## config.mk

```make
export PLATFORM = sky130hd
export DESIGN_NAME = readout_interpreter
export DESIGN_NICKNAME = d
export VERILOG_FILES = /design/src/rtl/readout_pkg.sv /design/src/rtl/readout_mac_lane.sv /design/src/rtl/readout_interpreter.sv
export SDC_FILE = /design/constraint.sdc
export NUM_CORES = 1
export LEC_CHECK = 0
export CAP_MARGIN = 20
export CORE_UTILIZATION = 62
export CTS_CLUSTER_SIZE = 40
export DETAILED_ROUTE_END_ITERATION = 10
export PLACE_DENSITY_LB_ADDON = 0.25
export SETUP_SLACK_MARGIN = 0.1
export SYNTH_ARGS = -nofsm -noshare
export SYNTH_HDL_FRONTEND = slang
export SYNTH_SLANG_ARGS = --single-unit
export TNS_END_PERCENT = 5
```

## constraint.sdc

```tcl
create_clock -name iClk -period 6.58 [get_ports iClk]
set_input_delay 1.974 -clock iClk [delete_from_list [all_inputs] [get_ports iClk]]
set_output_delay 1.974 -clock iClk [all_outputs]
set_load 0.01 [all_outputs]
```

## src/rtl/readout_pkg.sv

```systemverilog
// rtl/readout_pkg.sv - shared types and width helpers for the ESN readout
//
// Purpose : one-hot FSM encoding and width helpers used by readout_interpreter
//           and readout_mac_lane.
// Contents: state_t    IDLE/MAC/ACT/OUT one-hot state encoding
//           accWidth   accumulator width that cannot overflow over R products
//           addrWidth  weight/bias write-address width
package readout_pkg;

  typedef enum logic [3:0] {
    IDLE = 4'b0001,
    MAC  = 4'b0010,
    ACT  = 4'b0100,
    OUT  = 4'b1000
  } state_t;

  // Full-precision product plus clog2(R) growth bits plus one guard bit.
  function automatic int accWidth(input int dataWidth, input int weightSize,
                                  input int reservoirSize);
    return dataWidth + weightSize + $clog2(reservoirSize) + 1;
  endfunction

  // Covers C*R weights plus C bias slots, so the address map is identical
  // whether or not the bias registers are built.
  function automatic int addrWidth(input int outChannels, input int reservoirSize);
    return $clog2(outChannels * reservoirSize + outChannels);
  endfunction

endpackage

```

## src/rtl/readout_mac_lane.sv

```systemverilog
// rtl/readout_mac_lane.sv - one readout channel: accumulate, shift, saturate
//
// Ports:
//   iClk, iRst_n  clock, asynchronous active-low reset
//   iClear        load iPreload into the accumulator (start of a job)
//   iPreload      accumulator start value (bias or zero)
//   iMacEn        add iX*iW to the accumulator
//   iX, iW        signed reservoir element and weight for this cycle
//   iAct          register the hard-tanh of the accumulator into oValue
//   oValue        registered saturated result
module readout_mac_lane #(
  parameter int data_width  = 3,
  parameter int weight_size = 16,
  parameter int acc_width   = 22,
  parameter int act_shift   = 8,
  parameter int out_width   = 8
) (
  input  logic                        iClk,
  input  logic                        iRst_n,
  input  logic                        iClear,
  input  logic signed [acc_width-1:0] iPreload,
  input  logic                        iMacEn,
  input  logic signed [data_width-1:0]  iX,
  input  logic signed [weight_size-1:0] iW,
  input  logic                        iAct,
  output logic signed [out_width-1:0] oValue
);

  localparam int prodW = data_width + weight_size;

  // Clamp limits expressed at accumulator width so the compare is signed
  // and exact regardless of how far the shifted value overshoots.
  localparam logic signed [acc_width-1:0] satMax =
    {{(acc_width-out_width+1){1'b0}}, {(out_width-1){1'b1}}};
  localparam logic signed [acc_width-1:0] satMin =
    {{(acc_width-out_width+1){1'b1}}, {(out_width-1){1'b0}}};

  logic signed [acc_width-1:0] acc;
  logic signed [prodW-1:0]     prod;
  logic signed [acc_width-1:0] prodExt;
  logic signed [acc_width-1:0] shifted;

  assign prod    = iX * iW;
  assign prodExt = {{(acc_width-prodW){prod[prodW-1]}}, prod};
  assign shifted = acc >>> act_shift;

  always_ff @(posedge iClk or negedge iRst_n) begin
    if (!iRst_n) begin
      acc    <= '0;
      oValue <= '0;
    end else begin
      if (iClear) begin
        acc <= iPreload;
      end else if (iMacEn) begin
        acc <= acc + prodExt;
      end

      if (iAct) begin
        if (shifted > satMax) begin
          oValue <= satMax[out_width-1:0];
        end else if (shifted < satMin) begin
          oValue <= satMin[out_width-1:0];
        end else begin
          oValue <= shifted[out_width-1:0];
        end
      end
    end
  end

endmodule

```

## src/rtl/readout_interpreter.sv

```systemverilog
// rtl/readout_interpreter.sv - multi-channel ESN readout with valid/ready output
//
// Optional feature: define READOUT_BIAS_EN to build per-channel bias registers
// at addresses C*R+c that are preloaded into the accumulators at start.
//
// Ports:
//   iClk, iRst_n  clock, asynchronous active-low reset
//   iEn           start request, sampled only in IDLE
//   iData         reservoir vector, element i at [i*data_width +: data_width]
//   iWe, iWAddr, iWData  weight (and bias) write port, honoured in IDLE/OUT
//   oValue        results, channel c at [c*out_width +: out_width]
//   oValid        oValue valid (held until accepted)
//   iReady        consumer accepts oValue
//   oBusy         high in MAC, ACT and OUT
module readout_interpreter
  import readout_pkg::*;
#(
  parameter int data_width     = 3,
  parameter int weight_size    = 16,
  parameter int reservoir_size = 4,
  parameter int out_channels   = 2,
  parameter int act_shift      = 8,
  parameter int out_width      = 8
) (
  input  logic                                    iClk,
  input  logic                                    iRst_n,
  input  logic                                    iEn,
  input  logic [reservoir_size*data_width-1:0]    iData,
  input  logic                                    iWe,
  input  logic [addrWidth(out_channels, reservoir_size)-1:0] iWAddr,
  input  logic [weight_size-1:0]                  iWData,
  output logic [out_channels*out_width-1:0]       oValue,
  output logic                                    oValid,
  input  logic                                    iReady,
  output logic                                    oBusy
);

  localparam int accW       = accWidth(data_width, weight_size, reservoir_size);
  localparam int addrW      = addrWidth(out_channels, reservoir_size);
  localparam int idxW       = $clog2(reservoir_size);
  localparam int numWeights = out_channels * reservoir_size;
`ifdef READOUT_BIAS_EN
  localparam int numRegs    = numWeights + out_channels;
`else
  localparam int numRegs    = numWeights;
`endif
  localparam logic [idxW-1:0] lastIdx = idxW'(reservoir_size - 1);

  state_t state, stateNext;
  logic   clearAcc, macEn, actEn;

  logic [reservoir_size*data_width-1:0] dataReg;
  logic [idxW-1:0]                      idx;
  logic signed [data_width-1:0]         xCur;
  logic                                 wrOk;

  // Sized to the full address space so every address is a legal index;
  // slots at or above numRegs are never written and stay zero.
  logic signed [weight_size-1:0] wRegs [2**addrW];

  always_ff @(posedge iClk or negedge iRst_n) begin
    if (!iRst_n) begin
      state <= IDLE;
    end else begin
      state <= stateNext;
    end
  end

  always_comb begin
    stateNext = state;
    clearAcc  = 1'b0;
    macEn     = 1'b0;
    actEn     = 1'b0;
    unique case (state)
      IDLE: begin
        if (iEn) begin
          clearAcc  = 1'b1;
          stateNext = MAC;
        end
      end
      MAC: begin
        macEn = 1'b1;
        if (idx == lastIdx) begin
          stateNext = ACT;
        end
      end
      ACT: begin
        actEn     = 1'b1;
        stateNext = OUT;
      end
      OUT: begin
        // A start on the accepting edge is dropped: IDLE must be seen first.
        if (iReady) begin
          stateNext = IDLE;
        end
      end
      default: stateNext = IDLE;
    endcase
  end

  assign oValid = (state == OUT);
  assign oBusy  = (state != IDLE);

  always_ff @(posedge iClk or negedge iRst_n) begin
    if (!iRst_n) begin
      dataReg <= '0;
      idx     <= '0;
    end else if (clearAcc) begin
      dataReg <= iData;
      idx     <= '0;
    end else if (macEn) begin
      idx <= idx + 1'b1;
    end
  end

  assign xCur = dataReg[idx*data_width +: data_width];

  // Weights must not change under an in-flight MAC/ACT.
  assign wrOk = iWe && ((state == IDLE) || (state == OUT)) && (int'(iWAddr) < numRegs);

  always_ff @(posedge iClk or negedge iRst_n) begin
    if (!iRst_n) begin
      for (int i = 0; i < 2**addrW; i++) begin
        wRegs[i] <= '0;
      end
    end else if (wrOk) begin
      wRegs[iWAddr] <= iWData;
    end
  end

  for (genvar c = 0; c < out_channels; c++) begin : gLane
    logic [addrW-1:0]        wAddr;
    logic signed [accW-1:0]  preload;

    assign wAddr = addrW'(c * reservoir_size + int'(idx));

`ifdef READOUT_BIAS_EN
    logic signed [weight_size-1:0] bias;
    assign bias    = wRegs[addrW'(numWeights + c)];
    assign preload = {{(accW-weight_size){bias[weight_size-1]}}, bias};
`else
    assign preload = '0;
`endif

    readout_mac_lane #(
      .data_width  (data_width),
      .weight_size (weight_size),
      .acc_width   (accW),
      .act_shift   (act_shift),
      .out_width   (out_width)
    ) uLane (
      .iClk     (iClk),
      .iRst_n   (iRst_n),
      .iClear   (clearAcc),
      .iPreload (preload),
      .iMacEn   (macEn),
      .iX       (xCur),
      .iW       (wRegs[wAddr]),
      .iAct     (actEn),
      .oValue   (oValue[c*out_width +: out_width])
    );
  end

endmodule
```

**Yosys cells after proc, flatten, opt, wreduce, memory -nomap -nowiden**

Index checks and enable logic that the tools add are counted.

- Flip-flop bits (word level): 334
- Bits of input ports: 37
- Word-level logic and storage cells: 85

- Add/subtract/negate cells: 4
- Multiply operators: 3
- $lt $le $gt $ge: 9
- Equality and inequality tests: 9
- Shifts and indexed selects: 1
- Mux-type cells: 27
- Bitwise logic cells: 3
- Reduce and logical (&&, ||, !) cells: 6

Operators by type and width:

| operator | count |
|---|---|
| $bwmux W256 | 1 |
| $bmux W16 S4 | 2 |
| $mux W22 | 4 |
| $mux W16 | 5 |
| $demux W16 S4 | 1 |
| $add A22 B19 Y22 | 2 |
| $mul A3 B16 Y19 | 2 |
| $mux W8 | 4 |
| $gt A14 B8 Y1 const B | 2 |
| $lt A14 B8 Y1 const B | 2 |
| $pmux W4 S4 | 1 |
| $ge A5 B5 Y1 const B | 3 |
| $mux W4 | 3 |
| $shiftx A12 B5 Y3 | 1 |
| $not A4 Y5 | 2 |
| $lt A5 B1 Y1 const B | 1 |
| $not A2 Y5 | 1 |
| $add A3 B2 Y4 const A | 1 |
| $eq A4 B1 Y1 const B | 1 |
| $eq A4 B2 Y1 const B | 1 |
| $eq A4 B3 Y1 const B | 1 |
| $eq A4 B4 Y1 const B | 1 |
| $lt A4 B4 Y1 const B | 1 |
| $mul A2 B2 Y4 const B | 1 |
| other kinds (11) | 18 |

**Depth between registers and ports, before layout**

Gate-level depths: netlist of run 1.

- Depth after elaboration: 9
- Depth in mapped cells: 18
- Mapped depth without buffers: 17

**Modules after synthesis**

Synthesis of run 1 repeated with hierarchy kept, for this count alone.

- Cells, all modules: 1195
- Area, all modules: 13894.6 µm²

Modules (own cells, without submodules):

| module | times used | cells each | area each (µm²) | sequential area each (µm²) |
|---|---|---|---|---|
| readout_interpreter | 1 | 382 | 6434.9 | 3654.8 |
| readout_mac_lane at gLane[1].uLane | 1 | 405 | 3739.8 | 750.7 |
| readout_mac_lane at gLane[0].uLane | 1 | 408 | 3719.8 | 750.7 |

**Worst setup path before layout of run 1**

OpenSTA, ideal clock, no wires.

- Path type: reg2reg
- Start point: register idx[1]
- End point: register gLane[1].uLane.acc[20]
- Library setup time: 0.133 ns
- Arrival: 5.057 ns
- Required time: 6.447 ns
- Path slack: 1.390 ns
- Cell stages (with the launch flop): 18
- Path buffers: 2
- Clock period less this slack: 5.190 ns
- Path through: dfrtp_1 > clkbuf_1 > clkbuf_1 > mux4_2 > or2_2 > fa_1 > fa_1 > fa_1 > inv_1 > ha_1 > fa_1 > a211oi_1 > o21a_1 > o31ai_1 > a21o_1 > a41o_1 > xnor2_1 > o21ai_0

- Cells in the longest elaborated chain, start to end: 9
- Elaborated cells between the ends (all ways): 11
- Classes of those cells: add/sub: 2; mul: 2; shift: 1; mux: 5; bitwise: 1

RTL lines:

| item | RTL line | source |
|---|---|---|
| from (decl) | readout_interpreter.sv:53 | `logic [idxW-1:0] idx;` |
| from (signal assigned) | readout_interpreter.sv:112 | `idx <= idx + 1'b1;` |
| parallel branches: the longest is 5 deep, another holds $mul A2 B2 Y4 | - |  |
| $mul A3 B16 Y19 (*) | readout_mac_lane.sv:43 | `assign prod = iX * iW;` |
| $add A22 B19 Y22 (*) | readout_mac_lane.sv:55 | `acc <= acc + prodExt;` |
| $mux W22 (*) | readout_mac_lane.sv:54 | `end else if (iMacEn) begin` |
| $mux W22 (*) | readout_mac_lane.sv:52 | `if (iClear) begin` |
| to (signal assigned) | readout_mac_lane.sv:53 | `acc <= iPreload;` |
| to (signal assigned) | readout_mac_lane.sv:55 |  |
| to (decl) | readout_mac_lane.sv:38 | `logic signed [acc_width-1:0] acc;` |

Mark *: on every way between the ends. The select of a mux whose other input is x is not followed.
A chain may end at the register's enable or synchronous reset.

**Worst setup path after layout of run 1**

Ends and elaborated chain as after synthesis.

==> results.txt, run 1 <==
crit path DAT: 5.74 ns
Synth top area share: 0.384
hold_buf cts: 0
drt drc: 0
final setup violating endpoints: 0
most frequent cells in the layout: dfrtp_1 (204), mux2_2 (133), nand2_1 (94)
multi-input combinational cell area: 0.00785 mm2
Die Span Y: 149 um
Top FF cell, synth: dfrtp_1
TritonCTS clock tree: yes
largest area contributor in the netlist: dfrtp_1
# fillers: 1479
worst skew pair latency: 0.53 ns
Sequential Area: 0.00516 mm2
Nets: 1368
Initial Util: 0.634
crit share post-route: 0.812
# IOs: 55
PortBufs: 54
DRT Wirelength: 28800 um
clock root buffer: clkbuf_16
RePlAce Congestion: 0.939
number of max-cap violations: 0
register area share after synthesis: 0.386
Final Hold Viols: 0
Row Count: 53
pin count of the biggest net entering global routing: 114
initial DRC count: 406
DR vias/cell: 6.03
die area: 0.0222 mm2
DP Wirelength: 20100 um
critical path class: reg -> reg
crit path capture type: register
crit path max fanout: 28
synth top area cells: dfrtp_1 (38%), mux2_2 (11%), fa_1 (11%)
RSZ-0062 raised after global routing: false
GRT overflow: 0
number of enable flip-flop cells after synthesis: 0
Yosys cell types: 71
Final ANT Viol Nets: 0
Area Growth Syn to Fin: 12.1%
placed instance count: 1421
Async SR Flop Fraction: 1.00
final worst path period need: 5.34 ns
critical path startpoint: idx[1]$_DFFE_PN0P_
Hold WC Path Type: reg -> reg
synthesized flop and latch total: 206
clock buffer depth: 3
Synth Instances: 1131
syn_area_per_cell: 11.8 um2
Hold Startpoint: gLane[0].uLane.oValue[5]$_DFFE_PN0P_
Worst-Margin Slew: 1.08 ns
n_diodes: 0
Fin Setup TNS: 0 ns
Post-Synthesis Cell Area: 0.0134 mm2
Critical Path Start Type: register
fmax: 0.187 GHz
worst flop-to-flop path startpoint: idx[1]$_DFFE_PN0P_
Slew headroom: 0.280
Max Clock Skew: 0.0111 ns
vias in the first global route: 8937
detailed-router iteration count before antenna repair: 5
fraction of layout cells with a size suffix above 1: 0.213
Final Non-Filler Cells: 1464
syn nets: 1327
status: completed
Slew Viols, Final: 0
cts bufs inserted: 23
Worst EP required: 6.97 ns
Post-CTS Setup Inserts: 0
CTS clock-pin slew for the worst setup and hold paths: 0.06 ns
Avg WL per Cell: 19.7 um
first-pass GRT wire length: 47400 um
initial antenna violation count: 1
Core Util, Final: 0.711
CTS H-tree depth: 1
Vias: 8833
Yosys warnings: 0
clock sink count: 206
die width: 149 um
commonest non-fill, non-tap cell in the layout: dfrtp_1
All-Layer GR Usage: 0.276
core box area: 0.0211 mm2
cts repair resizes: 0
cell type report:
type                       count  area share
multi-input combinational    840       0.524
sequential                   206       0.344
timing repair buffer          65      0.0429
clock buffer                  26      0.0405
tap                          275      0.0229
clock inverter                16      0.0170
inverter                      36     0.00901
path summary, 6_finish.rpt:
check	end	slack, ns	depth (start not counted)
worst min-delay path	gLane[0].uLane.oValue[5]$_DFFE_PN0P_	0.48	2
min in group asynchronous	gLane[0].uLane.acc[21]$_DFFE_PN0P_	1.57	1
worst min register to register	gLane[0].uLane.oValue[5]$_DFFE_PN0P_	0.48	2
worst max register to register	gLane[1].uLane.acc[20]$_DFFE_PN0P_	1.24	15
max in group asynchronous	wRegs[252]$_DFFE_PN0P_	4.00	2
worst max-delay path	gLane[1].uLane.acc[20]$_DFFE_PN0P_	1.24	15
per-layer routing:
metal,vias to the layer above,wire length [um],GRT usage
li1,4077,-,-
met1,4522,13100,0.388
met2,187,13800,0.455
met3,47,1250,0.0373
met4,0,634,0.0714
met5,-,0,0
logic make-up after synthesis:
kind of cell / count (synthesis) / synth area share
adders and majority gates: 159 / 0.189
buffers and inverters: 85 / 0.0292
muxes: 180 / 0.183
DFF: 206 / 0.386
AOI/OAI and AO/OA: 173 / 0.0820
xor gates and xnor gates: 35 / 0.0235
and+or+nand+nor: 293 / 0.108
worst max-delay path, cell delays in order, from the launching register on:
cell and delay [ns]:
dfrtp_1 0.74, mux2_2 0.42, o21ai_2 0.30, buf_4 0.37, nor2_1 0.12, fa_1 0.57, fa_1 0.43, ha_1 0.35
fa_1 0.50, a211oi_1 0.38, o21a_1 0.19, o31ai_1 0.12, a21o_1 0.24, a41o_1 0.25, xnor2_1 0.13, o21ai_0 0.08
sequential cells by signal (all words and copies together) (netlist names):
signal	cells
gLane.uLane.acc	44
gLane.uLane.oValue	16
state	4
wRegs	128
dataReg	12
idx	2
cell usage after synthesis (all sizes together), types with 3 or more instances:
library cell	n
and3	5
nand2b	7
nor3	10
a31oi	4
or2	3
dfrtp	205
and2	63
inv	36
o21ai	60
mux4	34
xor2	19
ha	87
nor2	81
nand3	9
a22o	3
fa	72
buf	23
a21oi	43
nor4	5
o21a	6
mux2i	3
o21bai	5
or3	3
xnor2	16
nand4	5
mux2	143
a211oi	12
o31ai	5
clkbuf	26
a21o	14
nand2	94
metrics by stage:
step	setup slack, ns	area, um2	hold WS, ns
floorplan	1.39	13400	0.474
global placement	1.33	14100	0.463
detailed placement	1.26	14100	0.475
CTS	1.24	15000	0.488
global route	0.916	15000	0.517
finish	1.24	15000	0.482
Power of run 1 is not shown: default switching activity piles up to over one toggle a cycle in this logic, so the estimate is an artifact.
==> run 2: changes to the inputs <==
Clock period 6.58 ns to 5.09 ns, I/O delays scaled along.
==> run 2 against run 1 <==
- global-route usage decreased by 0.12 points
- first-iteration DRC count increased by 33%
- sequential cell count unchanged
- register-to-register slack got worse by 1.0 ns
- non-clock buffer count increased by 22
==> results.txt, run 2 (same netlist as run 1, synthesis figures left out) <==
met2 WL: 13800 um (about the same)
# fillers: 1444 (-2.4%)
PortBufs: 54 (unchanged)
die area: 0.0222 mm2 (unchanged)
Core Util, Final: 0.718 (+0.00682)
crit path cell chain: buf_4 > mux4_2 > buf_4 > and2_1 > fa_1 > fa_1 > ha_4 > ha_1 > a211oi_1 > nor2_1 > o31ai_4 > nor4_1 > o311ai_1 > buf_4 > mux2i_1 > nand2_1
drt drc: 0 (unchanged)
vias in the first global route: 9538 (+6.7%)
pin count of the biggest net entering global routing: 113 (-0.88%)
critical path class: reg -> reg
Top reg by flops: wRegs
core box area: 0.0211 mm2 (unchanged)
clock buffer depth: 3 (unchanged)
Nets: 1390 (+1.6%)
Die Span Y: 149 um (unchanged)
DR vias/cell: 5.99 (-0.71%)
Final Hold Viols: 0 (unchanged)
worst skew pair latency: 0.53 ns (about the same)
RePlAce Congestion: 0.907 (-3.4%)
detailed-router iteration count before antenna repair: 5 (unchanged)
CP peak stage delay: 0.54 ns (-0.20 ns)
Slew headroom: 0.340 (+0.0601)
top routing layer used: met4
clock root buffer: clkbuf_16
Max Clock Skew: 0.0178 ns (+0.00665 ns)
Hold WC Path Type: reg -> reg
clock sink count: 206 (unchanged)
cell mode on critical path: buf_4
Area Growth Syn to Fin: 13.2%
crit path DAT: 5.26 ns (-0.48 ns)
initial antenna violation count: 1 (unchanged)
die width: 149 um (unchanged)
Fin Hold WS: 0.482 ns (-0.000373 ns)
Worst EP required: 5.50 ns (-1.47 ns)
final worst path period need: 4.85 ns (-0.489 ns)
wl on met1: 13300 um (+1.7%)
hold_buf cts: 0 (unchanged)
final setup violating endpoints: 0 (unchanged)
Final ANT Viol Nets: 0 (unchanged)
n_diodes: 0 (unchanged)
RSZ-0062 raised after global routing: true
worst setup margin: 0.236 ns (-1.00 ns)
Row Count: 53 (unchanged)
Slew Viols, Final: 0 (unchanged)
met3 routed WL: 973 um (-22%)
DRT Wirelength: 28600 um (-0.69%)
slowest CP cell: mux4_2
first-pass GRT wire length: 47800 um (+0.80%)
status: completed
# IOs: 55 (unchanged)
crit path capture type: register
TritonCTS clock tree: yes
GRT overflow: 0 (unchanged)
crit share post-route: 0.954 (+0.142)
Critical Path Start Type: register
crit path max fanout: 15 (-46%)
multi-input combinational cell area: 0.00792 mm2 (+0.84%)
CTS H-tree depth: 1 (unchanged)
Sequential Area: 0.00516 mm2 (about the same)
Largest register FFs: 128 (unchanged)
Worst-Margin Slew: 0.990 ns (-0.0867 ns)
final instance area: 0.0151 mm2 (+0.96%)
biggest regs: wRegs (128), gLane.uLane.acc (44), gLane.uLane.oValue (16)
most frequent cells in the layout: dfrtp_1 (203), mux2_2 (133), nand2_1 (94)
cts bufs inserted: 23 (unchanged)
fmax: 0.206 GHz (+10%)
Vias: 8896 (+0.71%)
number of max-cap violations: 0 (unchanged)
All-Layer GR Usage: 0.274 (-0.00123)
R2R Setup Slk: 0.24 ns (-1.00 ns)
DP Wirelength: 20600 um (+2.7%)
fraction of layout cells with a size suffix above 1: 0.234 (+0.0211)
Avg WL per Cell: 19.3 um (-2.1%)
initial DRC count: 538 (+33%)
CTS clock-pin slew for the worst setup and hold paths: 0.06 ns (about the same)
Initial Util: 0.634 (unchanged)
commonest non-fill, non-tap cell in the layout: dfrtp_1
Placement Cell Area: 0.0143 mm2 (+1.1%)
pre-CTS setup slack: -0.0636 ns (-1.32 ns)
## run 2: worst paths after layout
kind / from / to / depth (start not counted)
setup / recovery: idx[0]$_DFFE_PN0P_ / gLane[1].uLane.acc[21]$_DFFE_PN0P_ / 16
hold / removal: gLane[0].uLane.oValue[6]$_DFFE_PN0P_ / gLane[0].uLane.oValue[6]$_DFFE_PN0P_ / 2
setup reg to reg: idx[0]$_DFFE_PN0P_ / gLane[1].uLane.acc[21]$_DFFE_PN0P_ / 16
hold reg to reg: gLane[0].uLane.oValue[6]$_DFFE_PN0P_ / gLane[0].uLane.oValue[6]$_DFFE_PN0P_ / 2
max in group asynchronous: iRst_n / wRegs[168]$_DFFE_PN0P_ / 2
min in group asynchronous: iRst_n / state[3]$_DFFE_PN0P_ / 1
## run 2: repair_timing
action	4_1_cts	5_1_grt
pin swaps	0	10
setup endpoints to repair	5	18
endpoints found under the hold margin	0	0
resized for setup	2	19
cloned	0	0
buffers inserted	0	4
## run 2: per-stage QoR
step	std cells	TNS, ns
floorplan	1131	0
global placement	1440	0
detailed placement	1440	-0.0636
CTS	1481	0
global route	1485	0
finish	1485	0
## run 2: layer usage
metal	up-vias	track usage
met5	-	0
met4	0	0.0638
met3	39	0.0339
met2	159	0.462
met1	4575	0.382
li1	4123	-
## run 2: critical path, delay by kind of cell (launching register included)
family          cells  cell delay [ns]
compound gates      3             1.02
fa+ha+maj           4             1.56
buf+inv             3             0.56
flops               1             0.41
mux                 2             0.71
simple gates        4             0.48
## run 2: layout make-up
type                    instances  area share
multi-input cells             840       0.523
flip-flops and latches        206       0.341
repair buffers                 87      0.0558
clock buffers                  29      0.0402
well taps                     275      0.0227
inverters                      36     0.00893
clock inverters                12     0.00851
Power of run 2 is left out for the same reason.
